===== src/rtl/regfile_alu_pipe.sv =====
// -----------------------------------------------------------------------------
// regfile_alu_pipe
//
// A register file with one ALU stage in front of it. Each issued operation
// reads two operands, computes one result and registers it. One cycle later
// the registered result is written back into the register file. A bypass
// path lets back-to-back dependent operations see the result that has not
// been written yet, so an operation can be issued on every cycle with no
// stall.
//
// Parameters
//   WIDTH : data, register and immediate width in bits (>= 4)
//   DEPTH : number of registers (power of two, >= 4); AW = log2(DEPTH)
//
// Ports
//   CLK          : clock; all state updates on the rising edge
//   RST          : asynchronous, active-high reset
//   in_valid     : an operation is issued this cycle
//   RA1, RA2     : operand read addresses
//   WA           : destination register address
//   write_enable : commit the result to WA
//   ALUSrc       : 1 = immediate is operand B, 0 = register[RA2]
//   ALUControl   : 000 AND, 001 OR, 010 ADD, 011 XOR,
//                  100 SLL, 101 SRL, 110 SUB, 111 SLT (unsigned)
//   immediate    : immediate operand
//   out_valid    : ALUResult, the flags and cpu_out hold a new result
//   ALUResult    : registered ALU result
//   cpu_out      : registered operand A, taken after the bypass
//   Zero, Carry, Negative, Overflow : registered flags
// -----------------------------------------------------------------------------
module regfile_alu_pipe #(
   parameter int  WIDTH = 8,
   parameter int  DEPTH = 16,
   localparam int AW    = $clog2(DEPTH)
) (
   input  logic             CLK,
   input  logic             RST,
   input  logic             in_valid,
   input  logic [AW-1:0]    RA1,
   input  logic [AW-1:0]    RA2,
   input  logic [AW-1:0]    WA,
   input  logic             write_enable,
   input  logic             ALUSrc,
   input  logic [2:0]       ALUControl,
   input  logic [WIDTH-1:0] immediate,
   output logic             out_valid,
   output logic [WIDTH-1:0] ALUResult,
   output logic [WIDTH-1:0] cpu_out,
   output logic             Zero,
   output logic             Carry,
   output logic             Negative,
   output logic             Overflow
);

   // Shift amount uses only the low log2(WIDTH) bits of operand B.
   localparam int SW = $clog2(WIDTH);

   localparam logic [2:0] OP_AND = 3'b000;
   localparam logic [2:0] OP_OR  = 3'b001;
   localparam logic [2:0] OP_ADD = 3'b010;
   localparam logic [2:0] OP_XOR = 3'b011;
   localparam logic [2:0] OP_SLL = 3'b100;
   localparam logic [2:0] OP_SRL = 3'b101;
   localparam logic [2:0] OP_SUB = 3'b110;
   localparam logic [2:0] OP_SLT = 3'b111;

   // Returns {overflow, carry, result}.
   // Signed overflow is detected by computing the sum/difference one bit
   // wider in two's complement and checking whether it still equals the
   // sign extension of the truncated WIDTH-bit result.
   function automatic logic [WIDTH+1:0] alu_eval(
      input logic [2:0]       op,
      input logic [WIDTH-1:0] a,
      input logic [WIDTH-1:0] b
   );
      logic        [WIDTH:0]   usum;
      logic signed [WIDTH:0]   ssum;
      logic signed [WIDTH:0]   sdiff;
      logic        [WIDTH-1:0] res;
      logic                    c;
      logic                    v;
      usum  = {1'b0, a} + {1'b0, b};
      ssum  = $signed({a[WIDTH-1], a}) + $signed({b[WIDTH-1], b});
      sdiff = $signed({a[WIDTH-1], a}) - $signed({b[WIDTH-1], b});
      res   = '0;
      c     = 1'b0;
      v     = 1'b0;
      case (op)
         OP_AND: res = a & b;
         OP_OR:  res = a | b;
         OP_XOR: res = a ^ b;
         OP_ADD: begin
            res = usum[WIDTH-1:0];
            c   = usum[WIDTH];
            v   = (ssum != $signed({res[WIDTH-1], res}));
         end
         OP_SUB: begin
            res = a - b;
            c   = (a >= b);
            v   = (sdiff != $signed({res[WIDTH-1], res}));
         end
         OP_SLL: res = a << b[SW-1:0];
         OP_SRL: res = a >> b[SW-1:0];
         OP_SLT: res = {{(WIDTH-1){1'b0}}, (a < b)};
         default: res = '0;
      endcase
      return {v, c, res};
   endfunction

   logic [WIDTH-1:0] regs [DEPTH];

   logic             vld_p1;
   logic [WIDTH-1:0] res_p1;
   logic [WIDTH-1:0] opa_p1;
   logic             zero_p1;
   logic             carry_p1;
   logic             neg_p1;
   logic             ovf_p1;
   logic [AW-1:0]    wa_p1;
   logic             we_p1;

   logic             wb_p1;
   logic [WIDTH-1:0] opa_p0;
   logic [WIDTH-1:0] opb_reg_p0;
   logic [WIDTH-1:0] opb_p0;
   logic [WIDTH+1:0] alu_p0;

   // ---- Stage 0: operand read with bypass, ALU ----
   // A registered result is still in flight to the file whenever it is valid,
   // enabled and not aimed at register 0; reads of that address take it
   // instead of the stale file contents.
   assign wb_p1 = vld_p1 && we_p1 && (wa_p1 != '0);

   always_comb begin
      opa_p0     = '0;
      opb_reg_p0 = '0;
      if (RA1 != '0) begin
         opa_p0 = (wb_p1 && (RA1 == wa_p1)) ? res_p1 : regs[RA1];
      end
      if (RA2 != '0) begin
         opb_reg_p0 = (wb_p1 && (RA2 == wa_p1)) ? res_p1 : regs[RA2];
      end
      opb_p0 = ALUSrc ? immediate : opb_reg_p0;
      alu_p0 = alu_eval(ALUControl, opa_p0, opb_p0);
   end

   // ---- Stage 1: result register ----
   // Data registers only load on an issue so outputs hold across idle cycles.
   always_ff @(posedge CLK or posedge RST) begin
      if (RST) begin
         vld_p1   <= 1'b0;
         res_p1   <= '0;
         opa_p1   <= '0;
         zero_p1  <= 1'b0;
         carry_p1 <= 1'b0;
         neg_p1   <= 1'b0;
         ovf_p1   <= 1'b0;
         wa_p1    <= '0;
         we_p1    <= 1'b0;
      end else begin
         vld_p1 <= in_valid;
         if (in_valid) begin
            res_p1   <= alu_p0[WIDTH-1:0];
            opa_p1   <= opa_p0;
            zero_p1  <= (alu_p0[WIDTH-1:0] == '0);
            carry_p1 <= alu_p0[WIDTH];
            neg_p1   <= alu_p0[WIDTH-1];
            ovf_p1   <= alu_p0[WIDTH+1];
            wa_p1    <= WA;
            we_p1    <= write_enable;
         end
      end
   end

   // ---- Stage 2: register file write-back ----
   // Reset clears the file and drops any write still in flight.
   always_ff @(posedge CLK or posedge RST) begin
      if (RST) begin
         for (int i = 0; i < DEPTH; i++) begin
            regs[i] <= '0;
         end
      end else if (wb_p1) begin
         regs[wa_p1] <= res_p1;
      end
   end

   assign out_valid = vld_p1;
   assign ALUResult = res_p1;
   assign cpu_out   = opa_p1;
   assign Zero      = zero_p1;
   assign Carry     = carry_p1;
   assign Negative  = neg_p1;
   assign Overflow  = ovf_p1;

endmodule


===== config.mk =====
export PLATFORM = sky130hd
export DESIGN_NAME = regfile_alu_pipe
export DESIGN_NICKNAME = d
export VERILOG_FILES = /design/src/rtl/regfile_alu_pipe.sv
export SDC_FILE = /design/constraint.sdc
export NUM_CORES = 1
export LEC_CHECK = 0
export CAP_MARGIN = 30
export CELL_PAD_IN_SITES_DETAIL_PLACEMENT = 1
export CELL_PAD_IN_SITES_GLOBAL_PLACEMENT = 1
export CORE_AREA = 2 2 212 110
export DETAILED_ROUTE_END_ITERATION = 8
export DIE_AREA = 0 0 214 112
export GPL_TIMING_DRIVEN = 1
export HOLD_SLACK_MARGIN = 0.03
export PLACE_DENSITY = 0.88
export SLEW_MARGIN = 20
export SYNTH_ARGS = -nofsm -noshare
export SYNTH_HDL_FRONTEND = slang
export SYNTH_SLANG_ARGS = --single-unit

===== constraint.sdc =====
create_clock -name CLK -period 4.95 [get_ports CLK]
set_input_delay 0.99 -clock CLK [delete_from_list [all_inputs] [get_ports CLK]]
set_output_delay 0.99 -clock CLK [all_outputs]
set_load 0.02 [all_outputs]

* Word level (Yosys, flattened, before mapping)
Cells that the tools add are included.
** Operators by class
- Mux-type cells :: 17
- Div/mod/pow operators :: 0
- $lt $le $gt $ge :: 6
- Shift operators :: 2
- $add $sub $neg :: 4
- Bitwise gates (word level) :: 6
- Reduce and logical (&&, ||, !) cells :: 10
- Equality and inequality tests :: 11
- Multipliers :: 0
** Operator list (count)
- $bwmux W128 :: 1
- $mux W8 :: 10
- $bmux W8 S4 :: 2
- $pmux W8 S8 :: 1
- $demux W8 S4 :: 1
- $add A8 B8 Y9 :: 2
- $ne A9 B8 Y1 :: 2
- $ge A5 B5 Y1 const B :: 3
- $not A4 Y5 :: 3
- $eq A3 B3 Y1 const B :: 4
- $reduce_bool A4 Y1 :: 3
- $sub A8 B8 Y9 :: 1
- $and A8 B8 Y8 :: 1
- $eq A4 B4 Y1 :: 2
- $ge A8 B8 Y1 :: 1
- $logic_not A8 Y1 :: 1
- $lt A8 B8 Y1 :: 1
- $or A8 B8 Y8 :: 1
- $shl A8 B3 Y8 :: 1
- $shr A8 B3 Y8 :: 1
- $sub A8 B8 Y8 :: 1
- $xor A8 B8 Y8 :: 1
- $eq A3 B2 Y1 const B :: 2
- $logic_and A1 B1 Y1 :: 5
- 4 further kinds :: 5
** Word-level totals
- Input bits :: 28
- Flip-flop bits (word level) :: 154
- Memories :: 0
- Word-level logic and storage cells :: 81
- Bits in latches :: 0
- Bits in read-only memories :: 0
- Memory bits (writable) :: 0
- Output and inout bits :: 21

* Logic depth before layout (Yosys ltp)
Gate-level depths: netlist of the first run.
- Depth in word-level cells :: 10
- Gate-level depth with buffers :: 20
- Gate-level depth less buffers :: 18

* Least setup slack after synthesis of the first run
OpenSTA, ideal clock, no wires.
- Path kind :: input to register
- Start point :: in RA2[0]
- End point :: reg res_p1[7] (netlist: ALUResult[7])
- Arrival time :: 5.029 ns
- Stages :: 16
- Path slack :: -0.203 ns
- Library setup time :: 0.125 ns
- Path through :: buf_2 -> buf_1 -> mux4_2 -> mux4_2 -> mux2i_1 -> o21ai_0 -> ha_1 -> buf_2 -> o21ai_0 -> a21o_1 -> a211o_1 -> a211o_1 -> a21bo_2 -> a221oi_1 -> o22ai_1 -> mux2_2
** On the way
- Word-level cells in the longest chain between the ends :: 9
- Elaborated cells on any way between the ends :: 18
- Classes of those cells :: 2 x add/sub; 1 x eq/ne; 2 x shift; 7 x mux; 4 x bitwise; 2 x reduce/logical
** Ends and longest elaborated chain
- from (decl) :: line 40 : input logic [AW-1:0] RA2,
- $not A4 Y5 (not written as such) :: line 141 : opb_reg_p0 = (wb_p1 && (RA2 == wa_p1)) ? res_p1 : regs[RA2];
- $bmux W8 S4 :: line 141
- $mux W8 (not written as such) (2 in series) :: line 141
- $mux W8 :: line 141
- $mux W8 * :: line 140 : if (RA2 != '0) begin
- $mux W8 * :: line 143 : opb_p0 = ALUSrc ? immediate : opb_reg_p0;
- $sub A8 B8 Y8, or another cell as far along :: line 98 : res = a - b;
- $pmux W8 S8 * :: line 88 : case (op)
- to (signal assigned) :: line 163 : res_p1 <= alu_p0[WIDTH-1:0];
- to (decl) :: line 113 : logic [WIDTH-1:0] res_p1;
Mark *: on every way between the ends. The rest lies on a longest branch, timed or not. The select of a mux whose other input is x is not followed.
A chain may end at the register's enable or synchronous reset.

* Worst setup path after layout of the first run
- Start point :: in RA1[1]
- End point :: reg zero_p1 (netlist: Zero)
** On the way
- Word-level cells in the longest chain between the ends :: 9
- Elaborated cells on any way between the ends :: 19
- Classes of those cells :: 2 x add/sub; 1 x order compare; 1 x eq/ne; 2 x shift; 6 x mux; 4 x bitwise; 3 x reduce/logical
** Ends and longest elaborated chain
- from (decl) :: line 39 : input logic [AW-1:0] RA1,
- $not A4 Y5 (not written as such) :: line 138 : opa_p0 = (wb_p1 && (RA1 == wa_p1)) ? res_p1 : regs[RA1];
- $bmux W8 S4 :: line 138
- $mux W8 (not written as such) (2 in series) :: line 138
- $mux W8 :: line 138
- $mux W8 * :: line 137 : if (RA1 != '0) begin
- net opa_p0[0] :: line 123 : logic [WIDTH-1:0] opa_p0;
- $sub A8 B8 Y8, or another cell as far along :: line 98
- $pmux W8 S8 * :: line 88
- $logic_not A8 Y1 * :: line 165 : zero_p1 <= (alu_p0[WIDTH-1:0] == '0);
- to (signal assigned) :: line 165
- to (decl) :: line 115 : logic zero_p1;
The timed path passes the listed nets; every way through them passes the cells marked *. The select of a mux whose other input is x is not followed.

==> results of run 1 <==
-- cell usage after synthesis, types with 3 or more instances --
master	n
and2_1	7
nor3_1	8
mux4_1	8
nor2_1	51
o211ai_1	7
inv_1	31
o32ai_1	3
buf_6	6
dfrtp_1	153
a211o_1	3
inv_2	3
o21bai_1	4
a22oi_2	4
a22oi_1	22
a211oi_1	6
o21ai_0	23
o2111ai_1	3
nand2_1	42
mux2i_1	12
ha_1	25
buf_1	3
or3_1	5
xor2_1	4
nand3_1	15
nand2b_1	4
buf_2	11
a31oi_1	6
a221oi_1	4
o22ai_1	4
nor2b_1	6
xnor2_1	13
clkbuf_1	46
nand3b_1	3
o31ai_1	3
mux4_2	58
a21oi_1	34
nor4_1	6
mux2_2	134
-- flip-flops by register name, indices dropped and copies added, names as in the netlist --
register	cells
Carry	1
regs	128
cpu_out	8
we_p1	1
wa_p1	4
out_valid	1
Zero	1
ALUResult	8
Overflow	1
-- worst paths after layout --
path                           start           end  slack [ns]  depth (start not counted)
min reg2reg                regs[127]     regs[127]        0.39                          0
max reg2reg                 wa_p1[0]  ALUResult[7]        0.14                         19
min in group asynchronous        RST      regs[65]        0.97                          2
max                           RA1[1]          Zero        0.04                         24
max in group asynchronous        RST         Carry        3.05                          4
min                        regs[127]     regs[127]        0.39                          0
-- power groups by stage --
stage                     registers (W)  logic (W)  clock network [W]
after floorplan                 0.00189    0.00141                  0
after global placement          0.00199    0.00222                  0
after CTS                       0.00204    0.00238            0.00136
after detailed placement        0.00205    0.00233                  0
after global routing            0.00211    0.00263            0.00140
final                           0.00207    0.00250            0.00134
-- layout make-up --
cell class,count,area [um^2]
fillers,2265,9680
well taps,307,384
clock inverters,11,121
inverters,35,136
clock buffers,21,470
flip-flops and latches,153,3830
repair buffers,217,1880
multi-input cells,570,5700
-- metrics by stage --
step	hold slack [ns]	setup slack, ns	utilization
2_1_floorplan	0.438	-0.0243	-
3_3_place_gp	0.377	-0.435	0.519
3_5_place_dp	0.385	-0.711	0.523
4_1_cts	0.398	0.00251	0.552
5_1_grt	0.409	-0.0400	0.564
6_report	0.393	0.0407	0.564
-- kinds of logic (layout without fill, tap and decap cells) --
group	after synthesis	in the layout	synth area share
AO/OA/AOI/OAI	154	154	0.112
AND/OR/NAND/NOR	160	160	0.0787
flip-flops	153	153	0.390
multiplexers	212	212	0.321
buffers and inverters	104	284	0.0468
adder cells (fa/ha/maj)	27	27	0.0360
XOR/XNOR	17	17	0.0152
-- routing by layer --
layer,vias up,GRT usage,wire length (um)
li1,3432,-,-
met1,4419,0.472,17000
met2,458,0.451,15600
met3,86,0.149,5050
met4,2,0.0886,883
met5,-,0.0255,77
-- worst max-delay path, delay by kind of cell --
| kind | cells | cell delay (ns) |
|---|---|---|
| fa+ha+maj | 2 | 0.56 |
| simple gates | 2 | 0.45 |
| mux | 1 | 0.17 |
| compound gates | 10 | 1.64 |
| buf+inv | 8 | 1.31 |
| xor+xnor | 1 | 0.14 |
-- timing repair --
item | in CTS | in global routing
hold endpoints to repair | 0 | 0
setup endpoints to repair | 3 | 5
gates resized for setup | 15 | 36
buffers inserted | 3 | 11
gates cloned | 0 | 1
pin swaps | 11 | 9
==> results.yml, run 1 <==
drt:
  firstDrtPassIters: 5
  drcViolationCount: 0
  avgViaCountPerCell: 6.39
  vias: 8397
  antenna_left: 0
  wl_per_cell_um: 29.4
  totalWireLength_mm: 38.6
  drtIter0Drc: 930
power_and_ir_drop:
  p_leak_nw: 5.60
  swShare: 0.375
  combinationalPowerShare: 0.423
  pwr-share-seq: 0.350
  p_int_w: 0.00369
  p_per_area_nw_per_um2: 472
  power.total_w: 0.00591
  p_switching_w: 0.00221
  p_clk_frac: 0.227
  vdd_drop_max_uv: 313
hold_path:
  hold_path.class: "flip-flop to flip-flop"
sta:
  hold_viol: 0
  fin_crit_sh: 0.992
  rsz0062_at_grt: "yes"
  maxSlewHeadroom: 0.442
  skew_ns: 0.00995
  worst_slew_pin_slew_ns: 0.836
  setup_viol: 0
  min_period_ns: 4.91
  fmax_mhz: 204
  fin_tns_setup_ns: 0
  slew_violations: 0
finish:
  mostFrequentLayoutCell: "buf_4"
  finalInstanceArea_um2: 12500
  finalNetCount: 1049
  layout-drive-gt1-share: 0.452
  diodes: 0
  final_cell_mix: "buf_4 (158), dfrtp_1 (153), mux2_2 (134)"
  syn_to_final_growth_pct: 27.6
  final_cells: 1314
global_routing:
  first_global_vias: 8739
  antenna_found_initial: 0
  grtUsageTotal: 0.331
  grt_overflow: 0
  grt_pass1_wl_mm: 57.7
  grt_max_degree: 66
run:
  maxCapViolations: 0
place:
  placed_cell_area_um2: 11600
  numPortBuffers: 48
  globalplace.congestion: 1.10
  dp.cells: 1266
  place_hpwl_mm: 29.3
floorplanning:
  dieArea_um2: 24000
  start_util: 0.442
  die_x_um: 214
  core_area_um2: 22200
  fp.dieH_um: 112
  ioPinCount: 49
  rows: 39
setup_path:
  path_common_cell: "buf_4"
  required_ns: 5.31
  slowest_delay_ns: 0.35
  cp_slowest_cell: "fa_2"
  cp_cell_sequence: "dlygate4sd2_1 -> buf_4 -> buf_4 -> xnor2_2 -> nand4_1 -> nor2_2 -> buf_6 -> a22oi_1 -> buf_4 -> inv_1 -> ha_2 -> inv_1 -> fa_2 -> o21bai_1 -> a21oi_1 -> buf_4 -> o21ai_2 -> a21oi_2 -> mux2i_1 -> a221o_1 -> a31oi_1 -> a221oi_2 -> o2111ai_2 -> o32ai_2"
  path_max_fanout: 5
  cp.arrival_ns: 5.27
  critPathCaptureType: "flip-flop"
  crit_type: "input pin to flip-flop"
  start_kind: "input pin"
synth:
  synth_flop_cell: "dfrtp_1"
  yosys_warnings: 0
  ys_ff_latch: 153
  synthesis.nets: 882
  synth.cell_area_um2: 9810
  ys_seq_area_frac: 0.390
  synth_top_area_frac: 0.390
  synth.largest_area_cell: "dfrtp_1"
  syn_area_per_cell_um2: 11.9
  synth_edf_count: 0
  yosys-top-cells-area: "dfrtp_1 (39%), mux2_2 (15%), mux4_2 (13%)"
  async_flop_share: 1.00
  synth_cell_types: 75
  netlist_instances: 827
clock_network:
  root_buffer: "clkbuf_16"
  cts_buffers: 17
  path_clk_slew_ns: 0.07
  htree_levels: 4
  clock_sinks: 153
  ctsHoldBuffers: 0
  tritoncts: "built"
  clk_path_buf_depth: 2
  clk_latency_ns: 0.46
run_status:
  outcome: "finished, final reports clean"
Note: power is estimated with default switching activity, not from simulation.
==> run 2, diff against run 1 <==
ABC_AREA = 1   (was default)
CORE_AREA = 2 2 227 117   (was 2 2 212 110)
DIE_AREA = 0 0 229 119   (was 0 0 214 112)
GPL_TIMING_DRIVEN = 0   (was 1)
==> run 2 against run 1 <==
  * Via count up 36%
  * Global-route usage up 3.5 points
  * Die area is 14% higher
  * Utilization is 9.5 points lower
  * Area after synthesis grew 1.6%
  * Maximum frequency is 0.19% lower
  * Setup slack got worse by 0.0092 ns
  * Flip-flop and latch count unchanged
  * Clock skew is 0.0026 ns higher
  * Sequential share of layout area is 1.3 points higher
==> results.yml, run 2 <==
hold_path:
  hp-start: "regs[123]"
  hold_path.class: "flip-flop to flip-flop"
finish:
  largest_reg_flops: 128
  mostFrequentLayoutCell: "nand2_1"
  regMostFlops: "regs"
  final_cells: 1925
  final_util: 0.469
  final_cell_mix: "nand2_1 (437), o21ai_0 (211), dfrtp_1 (153)"
  finalNetCount: 1614
  syn_to_final_growth_pct: 20.6
  layout-drive-gt1-share: 0.0999
setup_path:
  path_max_fanout: 19
  start_kind: "input pin"
  crit_path_end: "Zero"
  required_ns: 5.31
  timing.rr.end: "Zero"
  critPathCaptureType: "flip-flop"
  startpoint: "RA2[0]"
  reg2reg_from: "wa_p1[3]"
  worst_r2r_path_depth: 24
  crit_type: "input pin to flip-flop"
  r2r_slack_ns: 0.46
  cp.arrival_ns: 5.28
synth:
  synth_cell_types: 39
  synth_flop_cell: "dfrtp_1"
  ys_seq_area_frac: 0.384
  synth_top_area_frac: 0.384
  yosys_warnings: 0
  synth_most_common_cell: "nand2_1"
  netlist_instances: 1475
  syn_area_per_cell_um2: 6.76
  synthesis.nets: 1530
  synth.largest_area_cell: "dfrtp_1"
  async_flop_share: 1.00
  synth.cell_area_um2: 9970
  yosys-top-cells-area: "dfrtp_1 (38%), nand2_1 (17%), o21ai_0 (11%)"
  netlist_top_cells_count: "nand2_1 (444), o21ai_0 (215), dfrtp_1 (153), nand3_1 (143), inv_1 (127)"
  synth_edf_count: 0
  ys_ff_latch: 153
sta:
  setup_viol: 0
  slew_violations: 0
  fin_crit_sh: 0.994
  skew_ns: 0.0126
  min_period_ns: 4.92
  fmax_mhz: 203
  hold_ws_ns: 0.484
  maxSlewHeadroom: 0.372
  worst_slew_pin_slew_ns: 0.943
  hold_viol: 0
  fin_ws_ns: 0.0314
drt:
  antenna_left: 0
  drtIter0Drc: 1441
  vias: 11444
  drcViolationCount: 0
  wl_per_cell_um: 25.8
  avgViaCountPerCell: 5.94
  totalWireLength_mm: 49.7
  firstDrtPassIters: 5
floorplanning:
  ioPinCount: 49
  die_x_um: 229
  rows: 42
  core_area_um2: 25600
  dieArea_um2: 27300
  start_util: 0.389
  fp.dieH_um: 119
clock_network:
  tritoncts: "built"
  clk_latency_ns: 0.47
  clock_sinks: 153
  cts_buffers: 17
  clk_path_buf_depth: 2
  root_buffer: "clkbuf_16"
  path_clk_slew_ns: 0.07
  ctsHoldBuffers: 0
  htree_levels: 4
global_routing:
  first_global_vias: 11350
  grt_max_degree: 33
  grt_pass1_wl_mm: 72.7
  grt_overflow: 0
  antenna_found_initial: 1
  grtUsageTotal: 0.366
place:
  numPortBuffers: 45
  place_hpwl_mm: 38.9
  pre_cts_ws_ns: -1.62
  globalplace.congestion: 1.04
  dp.cells: 1878
run_status:
  outcome: "finished, final reports clean"
power_and_ir_drop:
  p_leak_nw: 5.60
  vdd_drop_max_uv: 273
  p_per_area_nw_per_um2: 374
run:
  maxCapViolations: 0
[run 2: changes by cell type after synthesis, sizes merged, moves of 58 or more]
cell | before | now
nand2 | 43 | 447
o21ai | 26 | 218
mux2 | 134 | 0
nand3 | 15 | 144
inv | 34 | 131
mux4 | 66 | 0
a21oi | 35 | 93
[run 2: cell families (layout without fill, tap and decap cells)]
kind of cell / after synthesis / count (layout) / synth area share
AO/OA/AOI/OAI: 358 / 358 / 0.193
XOR/XNOR: 4 / 4 / 0.00352
adder cells (fa/ha/maj): 27 / 27 / 0.0354
buffers and inverters: 219 / 316 / 0.0881
flip-flops: 153 / 153 / 0.384
other: 0 / 1 / 0
AND/OR/NAND/NOR: 714 / 714 / 0.296
[run 2: where the power goes]
part | leakage [nW] | internal (W) | switching [W]
Sequential | 2.05 | 0.00149 | 0.000238
Combinational | 3.26 | 0.000442 | 0.000957
Clock | 0.287 | 0.000774 | 0.000600
Total | 5.60 | 0.00270 | 0.00179
[run 2: worst max-delay path: stages]
cell      delay, ns
buf_4          0.18
buf_8          0.19
buf_4          0.20
clkbuf_4       0.23
o21ai_0        0.19
o21ai_0        0.15
o211ai_1       0.45
nand4_1        0.31
a32oi_2        0.36
inv_1          0.12
ha_4           0.31
inv_2          0.09
a21oi_4        0.18
nor2_1         0.06
nor2_1         0.08
nor2_1         0.06
nor3_2         0.29
nand4_1        0.14
nand2_1        0.13
nor2_1         0.06
nand3_1        0.08
nand2_1        0.13
nand2_1        0.11
nor2_1         0.04
nand3_1        0.08
nand2_1        0.05
[run 2: worst min-delay path by stage]
stage          cells after the start   endpoint
2_1_floorplan                      1  regs[123]
3_3_place_gp                       1  regs[123]
3_5_place_dp                       2   regs[20]
4_1_cts                            2      we_p1
5_1_grt                            1  regs[122]
6_report                           1  regs[123]
[run 2: area by class of cell]
| class | count | area (um^2) |
|---|---|---|
| Fill cell | 3339 | 13600 |
| Antenna cell | 1 | 2.50 |
| Tap cell | 352 | 440 |
| Clock inverter | 12 | 141 |
| Timing Repair Buffer | 66 | 681 |
| Sequential cell | 153 | 3830 |
| Buffer | 85 | 507 |
| Multi-Input combinational cell | 1103 | 5460 |
| Clock buffer | 20 | 457 |
| Inverter | 133 | 509 |
[run 2: per-stage QoR]
step           setup TNS [ns]  power (W)  area, um^2
6_report                    0    0.00450       12000
5_1_grt               -0.0716    0.00469       12000
4_1_cts                     0    0.00438       11700
3_5_place_dp           -11.50    0.00299       11000
3_3_place_gp           -10.93    0.00291       10900
2_1_floorplan               0    0.00241        9970
[run 2: what timing repair did]
item	CTS	global route
gates resized for setup	57	71
pin swaps	4	8
setup buffers	6	8
endpoints found under the setup margin	9	8
[run 2: layer usage]
layer | routed length [um] | vias up | global-route usage | part of all wire
li1 | - | 5018 | - | -
met2 | 18300 | 662 | 0.460 | 0.37
met1 | 23100 | 5674 | 0.543 | 0.47
met4 | 804 | 8 | 0.0824 | 0.016
met5 | 288 | - | 0.0772 | 0.0058
met3 | 7220 | 82 | 0.174 | 0.15
==> run 3, diff against run 2 <==
GPL_TIMING_DRIVEN = default   (was 0)
==> run 3 against run 2 <==
  * Global-route usage shrank 4.3 points
  * Clock power hardly changed
  * Cell count is 1.1% lower
  * Power shrank 2.2%
  * Worst hold slack worse by 0.099 ns
  * Sequential power down 2%
  * Largest cell class unchanged
==> results.yml, run 3 (synthesis gave the netlist of run 2 again) <==
run_status:
  outcome: "finished, final reports clean"
setup_path:
  crit_type: "input pin to flip-flop"
  r2r_slack_ns: 0.84
  start_kind: "input pin"
  path_max_fanout: 18
  slowest_delay_ns: 0.52
  path_common_cell: "nand2_1"
  cp_slowest_cell: "clkdlybuf4s50_1"
  critPathCaptureType: "flip-flop"
  required_ns: 5.36
  cp.arrival_ns: 5.09
floorplanning:
  ioPinCount: 49
  core_area_um2: 25600
  rows: 42
  dieArea_um2: 27300
  fp.dieH_um: 119
  start_util: 0.389
  die_x_um: 229
clock_network:
  htree_levels: 4
  clk_path_buf_depth: 2
  root_buffer: "clkbuf_16"
  clk_latency_ns: 0.47
  tritoncts: "built"
  cts_buffers: 17
  clock_sinks: 153
  path_clk_slew_ns: 0.07
  ctsHoldBuffers: 0
place:
  pre_cts_ws_ns: -0.120
  place_hpwl_mm: 32.1
  dp.cells: 1868
  numPortBuffers: 48
  globalplace.congestion: 1.05
  placed_cell_area_um2: 11200
finish:
  final_cells: 1904
  seq_area_um2: 3830
  regMostFlops: "regs"
  finalInstanceArea_um2: 11800
  final_cell_mix: "nand2_1 (444), o21ai_0 (213), dfrtp_1 (153)"
  layout-drive-gt1-share: 0.0896
  mostFrequentLayoutCell: "nand2_1"
  diodes: 0
  syn_to_final_growth_pct: 18.4
  finalNetCount: 1594
  num-fill-cells: 3354
  multiInputGateArea_um2: 5270
  largest_reg_flops: 128
sta:
  worst_slew_pin_slew_ns: 0.823
  min_period_ns: 4.68
  rsz0062_at_grt: "no"
  fin_crit_sh: 0.945
  slew_violations: 0
  skew_ns: 0.0141
  hold_viol: 0
  fmax_mhz: 214
  fin_ws_ns: 0.272
  setup_viol: 0
  maxSlewHeadroom: 0.451
drt:
  avgViaCountPerCell: 5.78
  antenna_left: 0
  vias: 11010
  wl_per_cell_um: 22.7
  firstDrtPassIters: 5
  drtIter0Drc: 1558
  totalWireLength_mm: 43.1
  drcViolationCount: 0
power_and_ir_drop:
  p_per_area_nw_per_um2: 373
  vdd_drop_max_uv: 268
  p_leak_nw: 5.55
global_routing:
  first_global_vias: 10788
  grtUsageTotal: 0.323
  grt_overflow: 0
  grt_max_degree: 121
  grt_pass1_wl_mm: 65.7
  antenna_found_initial: 0
hold_path:
  hold_path.class: "flip-flop to flip-flop"
run:
  maxCapViolations: 0
run 3: cell types whose count changed in the layout (fill, tap and decap cells not counted), sizes merged:
cell	previous run	this run
inv	131	133
clkbuf	71	19
clkinv	8	6
clkinvlp	4	5
diode	1	0
dlymetal6s2s	5	0
clkdlybuf4s50	39	45
buf	56	86
run 3: through the flow:
stage | hold WS, ns | utilization | setup TNS, ns | total power [W]
2_1_floorplan | 0.429 | - | 0 | 0.00241
3_3_place_gp | 0.367 | 0.435 | 0 | 0.00292
6_report | 0.384 | 0.460 | 0 | 0.00440
5_1_grt | 0.402 | 0.460 | 0 | 0.00461
3_5_place_dp | 0.372 | 0.435 | -0.229 | 0.00299
4_1_cts | 0.386 | 0.458 | 0 | 0.00435
run 3: report_power, final:
part / internal (W) / switching [W]
Clock: 0.000760 / 0.000590
Combinational: 0.000449 / 0.000908
Sequential: 0.00149 / 0.000204
Total: 0.00270 / 0.00170
run 3: routing by layer:
metal  share of wire  up-vias  GRT usage
li1                -     4974          -
met1            0.45     5396      0.468
met2            0.39      592      0.430
met3            0.15       48      0.150
met4           0.013        0     0.0706
met5               0        -          0
run 3: repair_timing:
item,4_1_cts,5_1_grt
setup buffers,0,4
endpoints found under the hold margin,0,0
setup endpoints to repair,0,2
gates resized for setup,0,5
run 3: critical path: cells and delay by family:
family,cells,cell delay [ns]
AO/OA/AOI/OAI,5,0.85
AND/OR/NAND/NOR,17,1.69
adder cells (fa/ha/maj),1,0.26
buffers and inverters,6,1.30
run 3: worst paths after layout:
kind / from / endpoint / cells past startpoint
max: RA1[1] / Zero / 29
min: regs[123] / regs[123] / 0
max reg2reg: wa_p1[1] / ALUResult[7] / 25
min reg2reg: regs[123] / regs[123] / 0
max in group asynchronous: RST / wa_p1[0] / 3
min in group asynchronous: RST / regs[78] / 2
run 3: cell type report:
class,instances,area share
clock buffer,19,0.0375
inverter,133,0.0430
sequential,153,0.325
clock inverter,13,0.0122
multi-input combinational,1103,0.447
timing repair buffer,131,0.0986
tap,352,0.0373
